--- src/rtl/trng_pkg.sv ---
// Shared types and default sizing for the TRNG sequencing controller.
package trng_pkg;

  typedef enum logic [2:0] {
    ST_IDLE      = 3'd0,
    ST_WARMUP    = 3'd1,
    ST_COLLECT   = 3'd2,
    ST_HASH_REQ  = 3'd3,
    ST_HASH_WAIT = 3'd4,
    ST_FAIL      = 3'd5
  } trng_state_e;

  localparam int unsigned DEF_WARMUP_CYCLES = 1024;
  localparam int unsigned DEF_RCT_CUTOFF    = 21;
  localparam int unsigned DEF_BLOCK_BITS    = 448;
  localparam int unsigned DEF_FAIL_HOLD     = 16;
  localparam int unsigned FAIL_CNT_W        = 8;

endpackage

--- src/rtl/trng_rct.sv ---
// Repetition Count Test: tracks the current run of identical raw bits and
// flags the valid bit that makes the run reach the cutoff.
module trng_rct
  import trng_pkg::*;
#(
  parameter int unsigned RCT_CUTOFF = DEF_RCT_CUTOFF,
  parameter int unsigned LEN_W      = $clog2(RCT_CUTOFF + 1)
) (
  input  logic             clk,
  input  logic             rst,
  input  logic             clr,
  input  logic             bit_in,
  input  logic             valid,
  input  logic             enable,
  output logic             fail_now,
  output logic [LEN_W-1:0] run_len
);

  localparam logic [LEN_W-1:0] CUT_V = LEN_W'(RCT_CUTOFF);

  logic             r_last_bit;
  logic [LEN_W-1:0] r_run_len;
  logic [LEN_W-1:0] w_len_nxt;
  logic             w_upd;

  assign w_upd = valid & enable;

  // run_len of zero marks "cleared", so the first bit always starts a run of one
  always_comb begin
    w_len_nxt = LEN_W'(1);
    if ((r_run_len != '0) && (bit_in == r_last_bit)) begin
      w_len_nxt = (r_run_len == CUT_V) ? r_run_len : r_run_len + 1'b1;
    end
  end

  always_ff @(posedge clk or posedge rst) begin
    if (rst) begin
      r_last_bit <= 1'b0;
      r_run_len  <= '0;
    end else if (clr) begin
      r_last_bit <= 1'b0;
      r_run_len  <= '0;
    end else if (w_upd) begin
      r_last_bit <= bit_in;
      r_run_len  <= w_len_nxt;
    end
  end

  assign fail_now = w_upd & (w_len_nxt == CUT_V);
  assign run_len  = r_run_len;

endmodule

--- src/rtl/trng_seq_ctrl.sv ---
// TRNG sequencing controller: warm-up, health test, block fill / raw forward.
//   state     | meaning
//   IDLE      | stopped, run low
//   WARMUP    | discarding source output for WARMUP_CYCLES
//   COLLECT   | health-testing and writing/forwarding bits
//   HASH_REQ  | block full, issuing hash_start
//   HASH_WAIT | waiting for hash_done
//   FAIL      | health failure, held FAIL_HOLD cycles
module trng_seq_ctrl
  import trng_pkg::*;
#(
  parameter int unsigned WARMUP_CYCLES = DEF_WARMUP_CYCLES,
  parameter int unsigned RCT_CUTOFF    = DEF_RCT_CUTOFF,
  parameter int unsigned BLOCK_BITS    = DEF_BLOCK_BITS,
  parameter int unsigned FAIL_HOLD     = DEF_FAIL_HOLD
) (
  input  logic                  TRNG_Clock,
  input  logic                  TRNG_Reset,
  input  logic                  run,
  input  logic                  ctrl_mode,
  input  logic                  raw_bit,
  input  logic                  raw_valid,
  output logic                  buf_wr_en,
  output logic                  buf_wr_data,
  output logic                  buf_clr,
  output logic                  hash_start,
  input  logic                  hash_done,
  output logic                  hash_rdy,
  output logic                  raw_out,
  output logic                  raw_out_valid,
  output logic                  failure,
  output logic [FAIL_CNT_W-1:0] fail_count,
  output logic [2:0]            state_o
);

  localparam int unsigned WU_W   = $clog2(WARMUP_CYCLES);
  localparam int unsigned BC_W   = $clog2(BLOCK_BITS + 1);
  localparam int unsigned HOLD_W = $clog2(FAIL_HOLD + 1);
  localparam int unsigned LEN_W  = $clog2(RCT_CUTOFF + 1);

  localparam logic [WU_W-1:0]   WU_LAST   = WU_W'(WARMUP_CYCLES - 1);
  localparam logic [BC_W-1:0]   BLK_LAST  = BC_W'(BLOCK_BITS - 1);
  localparam logic [HOLD_W-1:0] HOLD_LOAD = HOLD_W'(FAIL_HOLD - 1);

  trng_state_e r_state, w_state_nxt;
  logic [WU_W-1:0]       r_wu_cnt, w_wu_nxt;
  logic [HOLD_W-1:0]     r_hold_cnt, w_hold_nxt;
  logic [BC_W-1:0]       r_bit_cnt, w_bit_nxt;
  logic                  r_mode_q, w_mode_nxt;
  logic [FAIL_CNT_W-1:0] r_fail_cnt, w_fail_cnt_nxt;
  logic r_wr_en, r_wr_data, r_buf_clr, r_hash_start, r_hash_rdy;
  logic r_raw_out, r_raw_out_valid, r_failure;
  logic w_wr_en, w_wr_data, w_buf_clr, w_hash_start, w_hash_rdy;
  logic w_raw_out, w_raw_out_valid, w_failure;
  logic w_rct_en, w_rct_clr, w_fail_now;
  logic [LEN_W-1:0] w_unused_run_len;

  assign w_rct_en  = run & (r_state == ST_COLLECT);
  assign w_rct_clr = run & (r_state == ST_WARMUP) & (r_wu_cnt == WU_LAST);

  trng_rct #(.RCT_CUTOFF(RCT_CUTOFF)) u_rct (
    .clk      (TRNG_Clock),
    .rst      (TRNG_Reset),
    .clr      (w_rct_clr),
    .bit_in   (raw_bit),
    .valid    (raw_valid),
    .enable   (w_rct_en),
    .fail_now (w_fail_now),
    .run_len  (w_unused_run_len)
  );

  always_comb begin
    w_state_nxt     = r_state;
    w_wu_nxt        = r_wu_cnt;
    w_hold_nxt      = r_hold_cnt;
    w_bit_nxt       = r_bit_cnt;
    w_mode_nxt      = r_mode_q;
    w_fail_cnt_nxt  = r_fail_cnt;
    w_wr_en         = 1'b0;
    w_wr_data       = 1'b0;
    w_buf_clr       = 1'b0;
    w_hash_start    = 1'b0;
    w_hash_rdy      = 1'b0;
    w_raw_out       = 1'b0;
    w_raw_out_valid = 1'b0;
    if (!run) begin
      w_state_nxt = ST_IDLE;
      w_buf_clr   = (r_state != ST_IDLE);
    end else begin
      case (r_state)
        ST_IDLE: begin
          w_state_nxt = ST_WARMUP;
          w_wu_nxt    = '0;
        end
        ST_WARMUP: begin
          if (r_wu_cnt == WU_LAST) begin
            w_state_nxt = ST_COLLECT;
            w_mode_nxt  = ctrl_mode;
            w_bit_nxt   = '0;
          end else begin
            w_wu_nxt = r_wu_cnt + 1'b1;
          end
        end
        ST_COLLECT: begin
          if (raw_valid) begin
            // a failing bit is dropped outright, even if it would complete the block
            if (w_fail_now) begin
              w_state_nxt = ST_FAIL;
              w_buf_clr   = 1'b1;
              w_hold_nxt  = HOLD_LOAD;
              if (r_fail_cnt != '1) w_fail_cnt_nxt = r_fail_cnt + 1'b1;
            end else if (!r_mode_q) begin
              w_wr_en   = 1'b1;
              w_wr_data = raw_bit;
              w_bit_nxt = r_bit_cnt + 1'b1;
              if (r_bit_cnt == BLK_LAST) w_state_nxt = ST_HASH_REQ;
            end else begin
              w_raw_out_valid = 1'b1;
              w_raw_out       = raw_bit;
            end
          end
        end
        ST_HASH_REQ: begin
          w_hash_start = 1'b1;
          w_state_nxt  = ST_HASH_WAIT;
        end
        ST_HASH_WAIT: begin
          if (hash_done) begin
            w_state_nxt = ST_COLLECT;
            w_hash_rdy  = 1'b1;
            w_buf_clr   = 1'b1;
            w_bit_nxt   = '0;
            w_mode_nxt  = ctrl_mode;
          end
        end
        ST_FAIL: begin
          if (r_hold_cnt == '0) begin
            w_state_nxt = ST_WARMUP;
            w_wu_nxt    = '0;
          end else begin
            w_hold_nxt = r_hold_cnt - 1'b1;
          end
        end
        default: w_state_nxt = ST_IDLE;
      endcase
    end
    w_failure = (w_state_nxt == ST_FAIL);
  end

  always_ff @(posedge TRNG_Clock or posedge TRNG_Reset) begin
    if (TRNG_Reset) begin
      r_state         <= ST_IDLE;
      r_wu_cnt        <= '0;
      r_hold_cnt      <= '0;
      r_bit_cnt       <= '0;
      r_mode_q        <= 1'b0;
      r_fail_cnt      <= '0;
      r_wr_en         <= 1'b0;
      r_wr_data       <= 1'b0;
      r_buf_clr       <= 1'b0;
      r_hash_start    <= 1'b0;
      r_hash_rdy      <= 1'b0;
      r_raw_out       <= 1'b0;
      r_raw_out_valid <= 1'b0;
      r_failure       <= 1'b0;
    end else begin
      r_state         <= w_state_nxt;
      r_wu_cnt        <= w_wu_nxt;
      r_hold_cnt      <= w_hold_nxt;
      r_bit_cnt       <= w_bit_nxt;
      r_mode_q        <= w_mode_nxt;
      r_fail_cnt      <= w_fail_cnt_nxt;
      r_wr_en         <= w_wr_en;
      r_wr_data       <= w_wr_data;
      r_buf_clr       <= w_buf_clr;
      r_hash_start    <= w_hash_start;
      r_hash_rdy      <= w_hash_rdy;
      r_raw_out       <= w_raw_out;
      r_raw_out_valid <= w_raw_out_valid;
      r_failure       <= w_failure;
    end
  end

  assign buf_wr_en     = r_wr_en;
  assign buf_wr_data   = r_wr_data;
  assign buf_clr       = r_buf_clr;
  assign hash_start    = r_hash_start;
  assign hash_rdy      = r_hash_rdy;
  assign raw_out       = r_raw_out;
  assign raw_out_valid = r_raw_out_valid;
  assign failure       = r_failure;
  assign fail_count    = r_fail_cnt;
  assign state_o       = r_state;

endmodule

--- config.mk ---
export PLATFORM = sky130hd
export DESIGN_NAME = trng_seq_ctrl
export DESIGN_NICKNAME = d
export VERILOG_FILES = /design/src/rtl/trng_pkg.sv /design/src/rtl/trng_rct.sv /design/src/rtl/trng_seq_ctrl.sv
export SDC_FILE = /design/constraint.sdc
export NUM_CORES = 1
export LEC_CHECK = 0
export BUFFER_PORTS_ARGS = -buffer_cell sky130_fd_sc_hd__buf_2
export CORE_MARGIN = 1
export CORE_UTILIZATION = 30
export CTS_BUF_LIST = sky130_fd_sc_hd__clkbuf_16
export DETAILED_ROUTE_END_ITERATION = 6
export GPL_TIMING_DRIVEN = 0
export HOLD_SLACK_MARGIN = 0.1
export SLEW_MARGIN = 0
export SYNTH_ARGS = -nofsm -noshare
export SYNTH_HDL_FRONTEND = slang
export SYNTH_HIERARCHICAL = 1
export SYNTH_SLANG_ARGS = --single-unit
--- constraint.sdc ---
create_clock -name TRNG_Clock -period 6.5 [get_ports TRNG_Clock]
set_clock_uncertainty 0.1 [all_clocks]
set_input_delay 0.975 -clock TRNG_Clock [delete_from_list [all_inputs] [get_ports TRNG_Clock]]
set_output_delay 0.975 -clock TRNG_Clock [all_outputs]
set_load 0.005 [all_outputs]
==> results summary, run 1 <==
In this run the cell area of the synthesized design comes to between 0.002 and 0.003 mm². The average via count per standard cell is around 5.4. The count of flip-flops with a built-in enable after synthesis came out at 0. The floorplan step defined a die boundary enclosing between 0.01 and 0.015 mm². The mean instance size in the synthesized netlist came out at 9.75 µm². The switching power of the nets is approximately 160 µW. Among all flip-flop cells after synthesis, the most frequent one is sky130_fd_sc_hd__dfrtp_1.

The final-report setup violation count is 0. The remaining max-slew budget at the tightest pin is 45.9%. The largest net degree at the start of global routing came out at 42. The detailed-route DRC error count is 0. The number of DRC markers after the initial detailed-route iteration is 111.

In this run, the combinational gates consume under 10% of the power. The startpoint type of the worst setup path is a primary input. The number of inserted diodes is 0. The total power of the final layout is 643 µW.

The half-perimeter wire length after detailed placement is 4.92 mm. The total wire length came out at 6.81 mm. The worst register-to-register path begins at state_o[0]$_DFF_PP0_.

The time the final worst path needs with I/O delays and setup is between 3 and 4 ns. With fillers left out, the area of the finished cells amounts to 0.00341 mm². The number of global-route vias before repair is 2422. Across all register-to-register paths, the minimum setup slack is 3.23 ns. The synthesized netlist net count is 319. The number of H-tree levels is 2. The static leakage came out at roughly 1.5 nW. The nature of the critical path endpoint is a flop. The number of synthesized register bits is 50.

By startpoint and endpoint, the worst setup path is classified as in2reg. The number of port buffers is 25. The internal power component came out at 483 µW. The pin slew with the least headroom to its limit is ~0.80 ns. The top cell type's share of synthesized area came out at 42.2%. The count of TritonRoute iterations in the first routing pass is 4. The peak per-stage delay on the critical path is 0.52 ns.

The final layout contains 352 nets. The worst flop-to-flop path endpoint is r_bit_cnt[8]$_DFFE_PP0P_. The share of power burned in registers came out at a little over half. Of all flip-flops after synthesis, the portion carrying an async set or reset was 100%. The data arrival time at the worst-slack endpoint is ~3.6 ns.

Counting the buffers created by CTS gives 5. The cell count after synthesis is 304. Among the stages of the critical path, the cell type that occurs most often is sky130_fd_sc_hd__nor3b_2.

The run finished with clean final reports. The required time at the endpoint of the critical path came out at 6.62 ns. TritonCTS built the clock tree.

The most area-hungry cell type in the Yosys netlist is sky130_fd_sc_hd__dfrtp_1. After detailed placement, the total cell area comes to roughly 0.0033 mm². After detailed routing, the met2 layer carries around 3.2 mm of wire. By count the netlist is led by sky130_fd_sc_hd__dfrtp_1, sky130_fd_sc_hd__nand3_1, sky130_fd_sc_hd__o21ai_0. Global routing used 14.5% of the available tracks across all layers. The highest layer touched by signal routing is met4.

Setup repair after global routing left no endpoint under its margin. The first-pass GRT wire length is 11.9 mm. The total overflow reported by the global router came out at 0. In the post-synthesis netlist, the cell with the most instances is sky130_fd_sc_hd__dfrtp_1. The tree is rooted in a sky130_fd_sc_hd__clkbuf_16. Of the total power, the clock network draws 38.7%. The initial utilization of the core area, before any placement, comes to 31.5%. The critical path goes through buf_2 > nand4bb_1 > clkbuf_1 > inv_1 > nand2_1 > a21oi_2 > nor3b_2 > nor3b_2 > o21ai_1 > or4_1 > nand3_1. The proportion of layout cells with a drive suffix above 1 is 18.0%. In this run the worst path has a maximum fanout of 10.

The wire length per cell after detailed routing came out at 14.6 µm. The number of nets still failing antenna checks after routing came out at 0. The post-CTS resize count came out at 0. The sequential cell area fraction in the yosys report came out at between 40% and 50%. The critical path starts at run.

The number of distinct standard cells referenced by the synthesized netlist is 69. The worst-case IR drop observed on VDD is between 0.00009 and 0.0001 V. The chip width is 101 µm. The setup TNS after final layout is 0 ns. The clock drives 50 sinks. The layout overhead on the synthesized area is 15.0%. The deepest clock path buffer count is 2. The routability congestion estimate from global placement is just over 0.8. The capturing instance or port of the critical path is r_bit_cnt[8]$_DFFE_PP0P_. The detailed-routed wire length on met3 came out at 226 µm.

In this run the post-CTS setup repair buffer count came out at 0. The sequential cells in the finished layout cover a total of 0.00125 mm². The number of cells traversed by the worst register-to-register path is 10. The number of max-slew violations in the final report is 0. The die extent in y came out at 101 µm. The number of buffers inserted for hold repair after clock tree synthesis is 0. The area of the multi-input gates came out at 0.00159 mm². The clock-pin transition on the worst setup and hold timing paths came out at 0.06 ns.

The met1 routed wirelength after detailed routing came out at 3.32 mm. The core region is 0.00942 mm². The maximum clock frequency came out at 284 MHz. For this run, the number of Yosys warnings is 6. The initial antenna violation count is 0. The path type of the worst min-delay path is reg2reg.

The cell with the largest stage delay on the worst path is sky130_fd_sc_hd__or4_1. The ratio of total power to cell area is 189 mW/mm². The max-cap violation count is 0. Sorting the synthesized cells by area gives the leading types as sky130_fd_sc_hd__dfrtp_1, sky130_fd_sc_hd__nand3_1, sky130_fd_sc_hd__ha_1.

The number of top-level design ports is 26. The final number of hold-violating endpoints was 0. The filler cell count is 952. The total via count after detailed routing came out at 2502. The placement row count is 35. The period utilization is 54.1%. In this run switching power makes up between 20% and 30% of total power.

At the later pin of the worst-skew pair, clock insertion delay measures 0.28 ns.
placed cells by master, fill, tap and decap left out, drive strengths merged, types with 4 or more instances in the layout:
master / instances
clkbuf: 7
ha: 8
nor3: 15
nand2b: 4
nor4: 4
and2: 9
a31oi: 9
a21oi: 18
nand2: 16
nor3b: 4
nand4: 7
or3: 4
o31ai: 4
buf: 37
or4: 4
nor2: 12
inv: 14
dfrtp: 50
xnor2: 9
o211ai: 6
nand3: 23
o21ai: 21
stage by stage:
step / setup slack, ns / hold WS (ns) / util (%) / cells
2_1_floorplan: 3.44 / 0.373 / - / 304
3_3_place_gp: 2.82 / 0.379 / 34.5 / 458
3_5_place_dp: 2.75 / 0.380 / 34.8 / 459
4_1_cts: 3.04 / 0.393 / 36.2 / 467
5_1_grt: 2.74 / 0.424 / 36.2 / 467
6_report: 2.98 / 0.391 / 36.2 / 467
sequential cells by signal, indices dropped and copies added (netlist names), 3 cells and up:
signal / count
r_wu_cnt: 10
r_bit_cnt: 9
fail_count: 8
r_hold_cnt: 5
u_rct/run_len: 5
state_o: 3
worst max-delay path: cells and delay by family:
kind                   cells  cell delay, ns
buffers and inverters      3            0.66
AO/OA/AOI/OAI              2            0.32
AND/OR/NAND/NOR            6            1.67
final cells by class:
type,count,area share (%)
clock buffer,5,3.67
clock inverter,3,0.367
tap,129,4.73
buffer,13,2.09
sequential,50,36.7
timing repair buffer,26,4.26
multi-input combinational,228,46.8
inverter,13,1.43
logic make-up (layout without fill, tap and decap cells):
kind of cell	Yosys count	count (layout)	synth area share, %
compound gates	83	83	18.9
buf+inv	26	60	4.05
mux	5	5	1.81
simple gates	122	122	26.7
xor+xnor	10	10	2.95
fa+ha+maj	8	8	3.38
flops	50	50	42.2
power groups by stage:
stage	Sequential, mW	Combinational, mW	Clock [mW]
2_1_floorplan	0.337	0.0413	0
3_3_place_gp	0.341	0.0555	0
3_5_place_dp	0.341	0.0591	0
4_1_cts	0.336	0.0592	0.256
5_1_grt	0.337	0.0663	0.268
6_report	0.336	0.0584	0.249
layer usage:
layer	track usage [%]	vias to the layer above
li1	-	1209
met1	20.2	1244
met2	23.7	47
met5	0	-
met3	2.62	2
met4	3.01	0
worst min path at each step:
stage	startpoint	to	slack [ns]	cells past startpoint
2_1_floorplan	r_wu_cnt[8]$_DFFE_PP0P_	r_wu_cnt[8]$_DFFE_PP0P_	0.37	1
3_3_place_gp	fail_count[5]$_DFFE_PP0P_	fail_count[5]$_DFFE_PP0P_	0.38	1
3_5_place_dp	fail_count[5]$_DFFE_PP0P_	fail_count[5]$_DFFE_PP0P_	0.38	1
4_1_cts	fail_count[5]$_DFFE_PP0P_	fail_count[5]$_DFFE_PP0P_	0.39	1
5_1_grt	fail_count[5]$_DFFE_PP0P_	fail_count[5]$_DFFE_PP0P_	0.42	1
6_report	fail_count[5]$_DFFE_PP0P_	fail_count[5]$_DFFE_PP0P_	0.39	1
(Power assumes the default switching activity.)
==> run 2: changes to the inputs <==
clock period = 3.15 ns   (was 6.5 ns; I/O delays follow)
==> run 2 against run 1 <==
Total power rose by 110%; critical path type is now reg2reg; clock power rose by 110%; via count up 0.44%; largest power group unchanged; combinational power increased by 120%; design area increased by 1.4%; sequential power rose by 110%; highest routed layer unchanged; critical path depth decreased by 1; first-iteration DRC count rose by 22%.
==> results summary, run 2 (same netlist as run 1, synthesis figures left out) <==
The filler cell count was 948 (-0.42%). The number of clock sinks came to 50 (unchanged). The final net count is 354 (+0.57%). The total track usage was 14.6% (+0.044 points). The worst flop-to-flop path endpoint is r_hold_cnt[4]$_DFFE_PP0P_.

The ratio of total power to cell area is 387 mW/mm² (+110%). The proportion of layout cells with a drive suffix above 1 is 19.4% (+1.4 points). The number of top-level design ports came to 26 (unchanged). The number of DRC markers after the initial detailed-route iteration is 135 (+22%).

The cell count of the worst hold path is 2 (+1). The die extent in y is 101 µm (unchanged). The run finished with clean final reports. The routability congestion estimate from global placement is 0.815 (unchanged). The static leakage is 1.52 nW (+2.8%). The half-perimeter wire length after detailed placement is 4.92 mm (unchanged). The total overflow reported by the global router was 0 (unchanged).

The cell sitting at the root of the clock tree is a sky130_fd_sc_hd__clkbuf_16. Leaving out fill and tap cells, the most frequent cells in the layout are sky130_fd_sc_hd__dfrtp_1, sky130_fd_sc_hd__buf_2, sky130_fd_sc_hd__nand3_1. The post-route non-filler standard cell count is 469 (+0.43%). Traced cell by cell, the critical path runs through nand4bb_1 > clkbuf_2 > inv_1 > nand2_1 > a21oi_2 > nor3b_4 > nand2_4 > o22a_4 > o31a_1 > a31o_1. The placeable core region came out at 0.00942 mm² (unchanged). The final number of hold-violating endpoints is 0 (unchanged). The number of nets still failing antenna checks after routing came to 0 (unchanged). The average via count per standard cell is 5.36 (about the same). The number of inserted diodes is 0 (unchanged).

Leaving out fill and tap cells, the most frequent cell in the layout is sky130_fd_sc_hd__dfrtp_1. The worst-path maximum fanout came out at 10 (unchanged). The number of flip-flops under the largest register name is 10 (unchanged).

Setup repair after global routing left no endpoint under its margin. The wire length per cell after detailed routing came to 14.8 µm (+1.6%). The slack of the worst reg-to-reg path is 0.23 ns (-3.00 ns).

The data arrival time at the worst-slack endpoint is 2.99 ns (-0.64 ns). The number of clock buffers inserted by TritonCTS is 5 (unchanged). The initial antenna violation count is 0 (unchanged).

The maximum clock frequency is ~340 MHz. The highest ir drop seen on vdd is 0.000201 V (+110%). The layout overhead on the synthesized area is 16.5%. The number of H-tree levels is 2 (unchanged). The chip width is 101 µm (unchanged).

The cell area after layout came out at 0.00346 mm² (+1.4%). The deepest clock path buffer count is 2 (unchanged). The number of placed instances with taps included is 459 (unchanged). The worst register-to-register path begins at state_o[0]$_DFF_PP0_. The count of TritonRoute iterations in the first routing pass came out at 4 (unchanged).

The largest net degree at the start of global routing is 42 (unchanged). The effective utilization at floorplan is 31.5% (unchanged). The number of global-route vias before repair came out at 2432 (+0.41%). The total wire length is 6.95 mm (+2.0%). The count of buffer and inverter cells on the critical path came out at 2 (-1). The first-pass GRT wire length is 12.0 mm (+0.28%). The number of max-slew violations in the final report is 0 (unchanged). The placement row count is 35 (unchanged). The cell family with the largest share of critical-path delay is simple AND/OR/NAND/NOR gates. For the finished layout, the period the worst path requires is ~3 ns. The peak per-stage delay on the critical path came to 0.47 ns (-0.05 ns). The number of cells on the critical path came out at 10 (-1).

The number of port buffers is 25 (unchanged). The remaining max-slew budget at the tightest pin came out at 45.7% (-0.17 points). The startpoint type of the worst setup path is a flop. The total die area was 0.0103 mm² (unchanged). The period utilization came out at just over 90%.

The worst setup path is captured at a flop. The detailed-route DRC error count is 0 (unchanged). The required time at the endpoint of the critical path came out at 3.22 ns (-3.40 ns). The register bank with the most flops is r_wu_cnt.

TritonCTS built the clock tree. The min-delay analysis places its worst path in the category in2reg. The max-cap violation count came out at 0 (unchanged). The clock-pin transition on the worst setup and hold timing paths is 0.07 ns (about the same). The clock latency at the later pin of the worst-skew pair is 0.28 ns (about the same). The path with the worst hold slack has its endpoint at r_mode_q$_DFFE_PP0P_. The pin slew with the least headroom to its limit was 0.807 ns (+0.00246 ns). The startpoint identified for the worst hold timing path is ctrl_mode. By startpoint and endpoint, the worst setup path is classified as reg2reg. The final-report setup violation count came out at 0 (unchanged). The number of cells traversed by the worst register-to-register path is 10 (unchanged). The total via count after detailed routing came out at 2513 (+0.44%).

The placed instance area was 0.00327 mm² (unchanged). The cell with the largest stage delay on the worst path is sky130_fd_sc_hd__dfrtp_1.
-- run 2: worst max path at each step --
stage | endpoint | startpoint | slack [ns]
5_1_grt | r_hold_cnt[4]$_DFFE_PP0P_ | state_o[0]$_DFF_PP0_ | 0.04
6_report | r_hold_cnt[4]$_DFFE_PP0P_ | state_o[0]$_DFF_PP0_ | 0.23
3_3_place_gp | r_bit_cnt[8]$_DFFE_PP0P_ | run | -0.03
2_1_floorplan | r_bit_cnt[4]$_DFFE_PP0P_ | state_o[1]$_DFF_PP0_ | 0.52
4_1_cts | r_bit_cnt[8]$_DFFE_PP0P_ | state_o[0]$_DFF_PP0_ | 0.05
3_5_place_dp | r_bit_cnt[8]$_DFFE_PP0P_ | run | -0.10
-- run 2: stage by stage --
stage / setup WS [ns] / utilization (%) / total power [mW] / TNS, ns / hold WS [ns]
4_1_cts: 0.0465 / 36.5 / 1.35 / 0 / 0.314
3_3_place_gp: -0.0285 / 34.5 / 0.817 / -0.0568 / 0.328
3_5_place_dp: -0.102 / 34.8 / 0.826 / -0.231 / 0.265
5_1_grt: 0.0392 / 36.7 / 1.39 / 0 / 0.323
6_report: 0.233 / 36.7 / 1.34 / 0 / 0.310
2_1_floorplan: 0.518 / - / 0.781 / 0 / 0.163
-- run 2: area by class of cell --
| cell class | instances | area, µm² | area share (%) |
|---|---|---|---|
| multi-input combinational | 228 | 1620 | 46.9 |
| sequential | 50 | 1250 | 36.2 |
| timing repair buffer | 28 | 163 | 4.71 |
| tap | 129 | 161 | 4.67 |
| clock buffer | 5 | 125 | 3.62 |
| buffer | 13 | 72.6 | 2.10 |
| inverter | 13 | 48.8 | 1.41 |
| clock inverter | 3 | 12.5 | 0.362 |
-- run 2: layer usage --
metal | GRT usage, % | wire length [µm] | part of all wire, % | up-vias
met4 | 3.01 | 31 | 0.45 | 0
met1 | 20.2 | 3330 | 48 | 1232
li1 | - | - | - | 1212
met3 | 2.62 | 302 | 4.3 | 4
met2 | 23.8 | 3280 | 47 | 65
met5 | 0 | 0 | 0 | -
-- run 2: what timing repair did --
action | in CTS | in global routing
pin swaps | 0 | 1
setup endpoints to repair | 2 | 18
hold endpoints to repair | 9 | 0
buffers inserted | 0 | 1
hold buffers | 1 | 0
resized for setup | 2 | 6
-- run 2: power by group --
part           leakage (nW)  switching [mW]  internal [mW]  total, mW
Combinational         0.764          0.0768         0.0506      0.127
Sequential            0.679          0.0318          0.663      0.694
Clock                0.0724           0.228          0.288      0.516
==> run 3: changes to the inputs <==
ABC_AREA = 1   (was default)
==> run 3 against run 2 <==
Flip-flop and latch count unchanged; synthesized cell count up 43%; total power up 1.9%; combinational power up 20%.
==> results summary, run 3 <==
The number of global-route vias before repair came out at 2675 (+10%). The final net count came out at 483 (+36%). r_wu_cnt holds more flip-flops than any other register.

The time the final worst path needs with I/O delays and setup is 2.53 ns (-0.385 ns). The top cell type's share of synthesized area is 39.6% (-2.6 points). The final-report setup violation count was 0 (unchanged). The half-perimeter wire length after detailed placement is 4.98 mm (+1.1%).

The library cell used most frequently in the layout, excluding fill and tap cells, is sky130_fd_sc_hd__nand2_1. The ratio of total power to cell area came out at 376 mW/mm² (-2.9%). The count of flip-flops with a built-in enable after synthesis is 0 (unchanged). The number of clock buffers inserted by TritonCTS came out at 5 (unchanged).

The fraction of power spent switching nets came out at 26.2% (+1.0 points). The required time at the endpoint of the critical path came to 3.22 ns (about the same). The number of nets still failing antenna checks after routing is 0 (unchanged). Setup repair after global routing left no endpoint under its margin.

The pin slew with the least headroom to its limit came to 0.410 ns (-0.396 ns). The data arrival time at the worst-slack endpoint came out at 2.60 ns (-0.39 ns). The dominant cell by count in the synthesized netlist is sky130_fd_sc_hd__nand2_1. The maximum clock frequency is 395 MHz (+15%). The number of synthesized register bits came out at 50 (unchanged). The internal power component is 1.01 mW (+0.53%). The tree is rooted in a sky130_fd_sc_hd__clkbuf_16. The number of DRC markers after the initial detailed-route iteration is 144 (+6.7%). The clock latency at the later pin of the worst-skew pair is 0.29 ns (about the same).

The effective utilization at floorplan came out at 30.8% (-0.72 points). The total overflow reported by the global router came out at 0 (unchanged). The clock network power share came to 38.6% (about the same).

The number of top-level design ports is 26 (unchanged). The first-pass GRT wire length is 12.0 mm (+0.46%). The number of inserted diodes is 0 (unchanged). The placeable core region is 0.0103 mm² (+9.2%). The total die area is 0.0110 mm² (+6.5%).

The worst setup path is of the reg2reg kind. The placement row count came out at 37 (+5.7%). The total number of yosys warnings is 6 (unchanged). The total wire length is 6.51 mm (-6.2%). The worst setup path is captured at a flop. The clock-pin transition on the worst setup and hold timing paths came to 0.07 ns (about the same). The most area-hungry cell type in the Yosys netlist is sky130_fd_sc_hd__dfrtp_1. The average via count per standard cell is 4.47 (-17%).

The initial antenna violation count is 0 (unchanged). The wire length per cell after detailed routing came out at 10.8 µm (-27%). The total track usage is 13.3% (-1.3 points). The number of port buffers is 24 (-4.0%).

The flow ran to the end, and the final reports show no timing, DRC or antenna violations. In the layout the commonest cells are sky130_fd_sc_hd__nand2_1, sky130_fd_sc_hd__inv_1, sky130_fd_sc_hd__dfrtp_1. The number of H-tree levels was 2 (unchanged). The worst-path maximum fanout came out at 6 (-4). The final number of hold-violating endpoints came out at 0 (unchanged). The layout overhead on the synthesized area came out at 14.6%. The total via count after detailed routing is 2704 (+7.6%). The cell count after synthesis was 435 (+43%). TritonCTS built the clock tree. The most used flip-flop cell after synthesis is sky130_fd_sc_hd__dfrtp_1. The period utilization was 80.4% (-12 points). The worst setup path is launched from a flop. The combinational power share is 11.2% (+1.7 points). The setup TNS after final layout came out at 0 ns (unchanged). The path type of the worst min-delay path is in2reg. The max-cap violation count is 0 (unchanged). The share of power burned in registers came out at 50.3% (-1.6 points).

The switching power of the nets is 357 µW (+6.0%). The core occupancy in the finished layout is 35.3% (-1.4 points). The highest ir drop seen on vdd came out at 0.000190 V (-5.1%). The placed instance area is 0.00347 mm² (+6.2%).

Yosys attributes the largest share of cell area to sky130_fd_sc_hd__dfrtp_1, sky130_fd_sc_hd__nand2_1, sky130_fd_sc_hd__inv_1. The deepest clock path buffer count is 2 (unchanged). The area of the mapped netlist is 0.00316 mm² (+6.7%). The number of clock sinks came out at 50 (unchanged). The proportion of layout cells with a drive suffix above 1 was 18.8% (-0.65 points).

The static leakage is 1.88 nW (+24%). The number of flip-flops under the largest register name came to 10 (unchanged). The routability congestion estimate from global placement is 0.900 (+10%). The cell area after layout was 0.00363 mm² (+4.9%). The detailed-route DRC error count is 0 (unchanged). The fraction of registers with async set or reset after synthesis came out at 100% (unchanged). The count of TritonRoute iterations in the first routing pass is 5 (+1). The number of max-slew violations in the final report is 0 (unchanged).

The sequential cell area fraction in the yosys report is 39.6% (-2.6 points). The mean instance size in the synthesized netlist came out at 7.27 µm² (-25%). The synthesized netlist net count came out at 450 (+41%). The remaining max-slew budget at the tightest pin is 72.7% (+27 points). The largest net degree at the start of global routing came out at 32 (-24%). In the synthesized netlist, the cells that appear most often are sky130_fd_sc_hd__nand2_1, sky130_fd_sc_hd__inv_1, sky130_fd_sc_hd__dfrtp_1. The number of distinct standard cells referenced by the synthesized netlist was 33 (-52%).

The die extent in y came to 105 µm (+3.2%). The chip width was 105 µm (+3.2%).
-- run 3: cell types whose count changed in the layout (fill, tap and decap cells not counted), moves of 16 or more --
cell,change
sky130_fd_sc_hd__nand2_1,+126
sky130_fd_sc_hd__nor2_1,+34
sky130_fd_sc_hd__inv_1,+43
sky130_fd_sc_hd__a21oi_1,-16
sky130_fd_sc_hd__nand2_2,+17
-- run 3: area by class of cell --
class / count / area, µm²
Multi-Input combinational cell: 319 / 1640
Clock inverter: 3 / 17.5
Clock buffer: 5 / 125
Sequential cell: 50 / 1250
Buffer: 4 / 33.8
Inverter: 62 / 234
Fill cell: 1116 / 6650
Tap cell: 136 / 170
Timing Repair Buffer: 26 / 150
-- run 3: power by group through the flow --
stage	combinational [mW]	sequential, mW	clock [mW]
floorplan	0.116	0.692	0
global placement	0.147	0.696	0
detailed placement	0.154	0.697	0
CTS	0.155	0.685	0.545
global route	0.176	0.688	0.571
finish	0.152	0.685	0.526
-- run 3: layer usage --
| layer | part of all wire (%) | GRT usage, % | up-vias |
|---|---|---|---|
| met1 | 48 | 16.7 | 1246 |
| met4 | 1.0 | 3.92 | 0 |
| met5 | 0 | 0 | - |
| li1 | - | - | 1411 |
| met3 | 3.7 | 2.37 | 6 |
| met2 | 47 | 23.1 | 41 |
-- run 3: worst max-delay path, stage by stage (launching register included) --
cell	delay, ns
sky130_fd_sc_hd__dfrtp_1	0.44
sky130_fd_sc_hd__inv_2	0.13
sky130_fd_sc_hd__nand2_1	0.07
sky130_fd_sc_hd__nor2_2	0.19
sky130_fd_sc_hd__nand2_1	0.15
sky130_fd_sc_hd__inv_1	0.08
sky130_fd_sc_hd__nand2_1	0.06
sky130_fd_sc_hd__inv_1	0.07
sky130_fd_sc_hd__nand4_1	0.13
sky130_fd_sc_hd__nor2_2	0.21
sky130_fd_sc_hd__inv_1	0.09
sky130_fd_sc_hd__nor3_1	0.25
sky130_fd_sc_hd__nand2_1	0.14
sky130_fd_sc_hd__nor2_2	0.22
sky130_fd_sc_hd__o21ai_0	0.10
-- run 3: kinds of logic (layout without fill, tap and decap cells) --
logic type               after synthesis  count (layout)  synth area share, %
AND/OR/NAND/NOR                      269             269                 40.0
flip-flops                            50              50                 39.6
XOR/XNOR                              14              14                 3.88
adder cells (fa/ha/maj)                8               8                 3.16
AO/OA/AOI/OAI                         28              28                 4.91
buffers and inverters                 66             100                 8.46
-- run 3: metrics by stage --
step | power [mW] | hold WS [ns] | setup WS [ns] | cells
6_report | 1.36 | 0.331 | 0.618 | 605
5_1_grt | 1.44 | 0.333 | 0.196 | 605
4_1_cts | 1.38 | 0.338 | 0.586 | 605
3_5_place_dp | 0.851 | 0.329 | 0.589 | 596
3_3_place_gp | 0.843 | 0.312 | 0.598 | 595
2_1_floorplan | 0.808 | 0.163 | 1.00 | 435
-- run 3: path summary, 6_finish.rpt --
path                                 startpoint                            to  slack (ns)  cells past startpoint
max                        state_o[2]$_DFF_PP0_     fail_count[4]$_DFFE_PP0P_        0.62                     14
min                                   ctrl_mode          r_mode_q$_DFFE_PP0P_        0.33                      3
max reg2reg                state_o[2]$_DFF_PP0_     fail_count[4]$_DFFE_PP0P_        0.62                     14
min reg2reg                r_mode_q$_DFFE_PP0P_          r_mode_q$_DFFE_PP0P_        0.38                      2
max in group asynchronous            TRNG_Reset       r_wu_cnt[8]$_DFFE_PP0P_        1.87                      4
min in group asynchronous            TRNG_Reset  u_rct/run_len[1]$_DFFE_PP0P_        0.56                      3
-- run 3: repair_timing --
| item | CTS | global route |
|---|---|---|
| endpoints found under the setup margin | 0 | 0 |
| gates resized for setup | 0 | 0 |
| hold buffers | 1 | 0 |
| setup buffers | 0 | 0 |
| hold endpoints to repair | 19 | 0 |
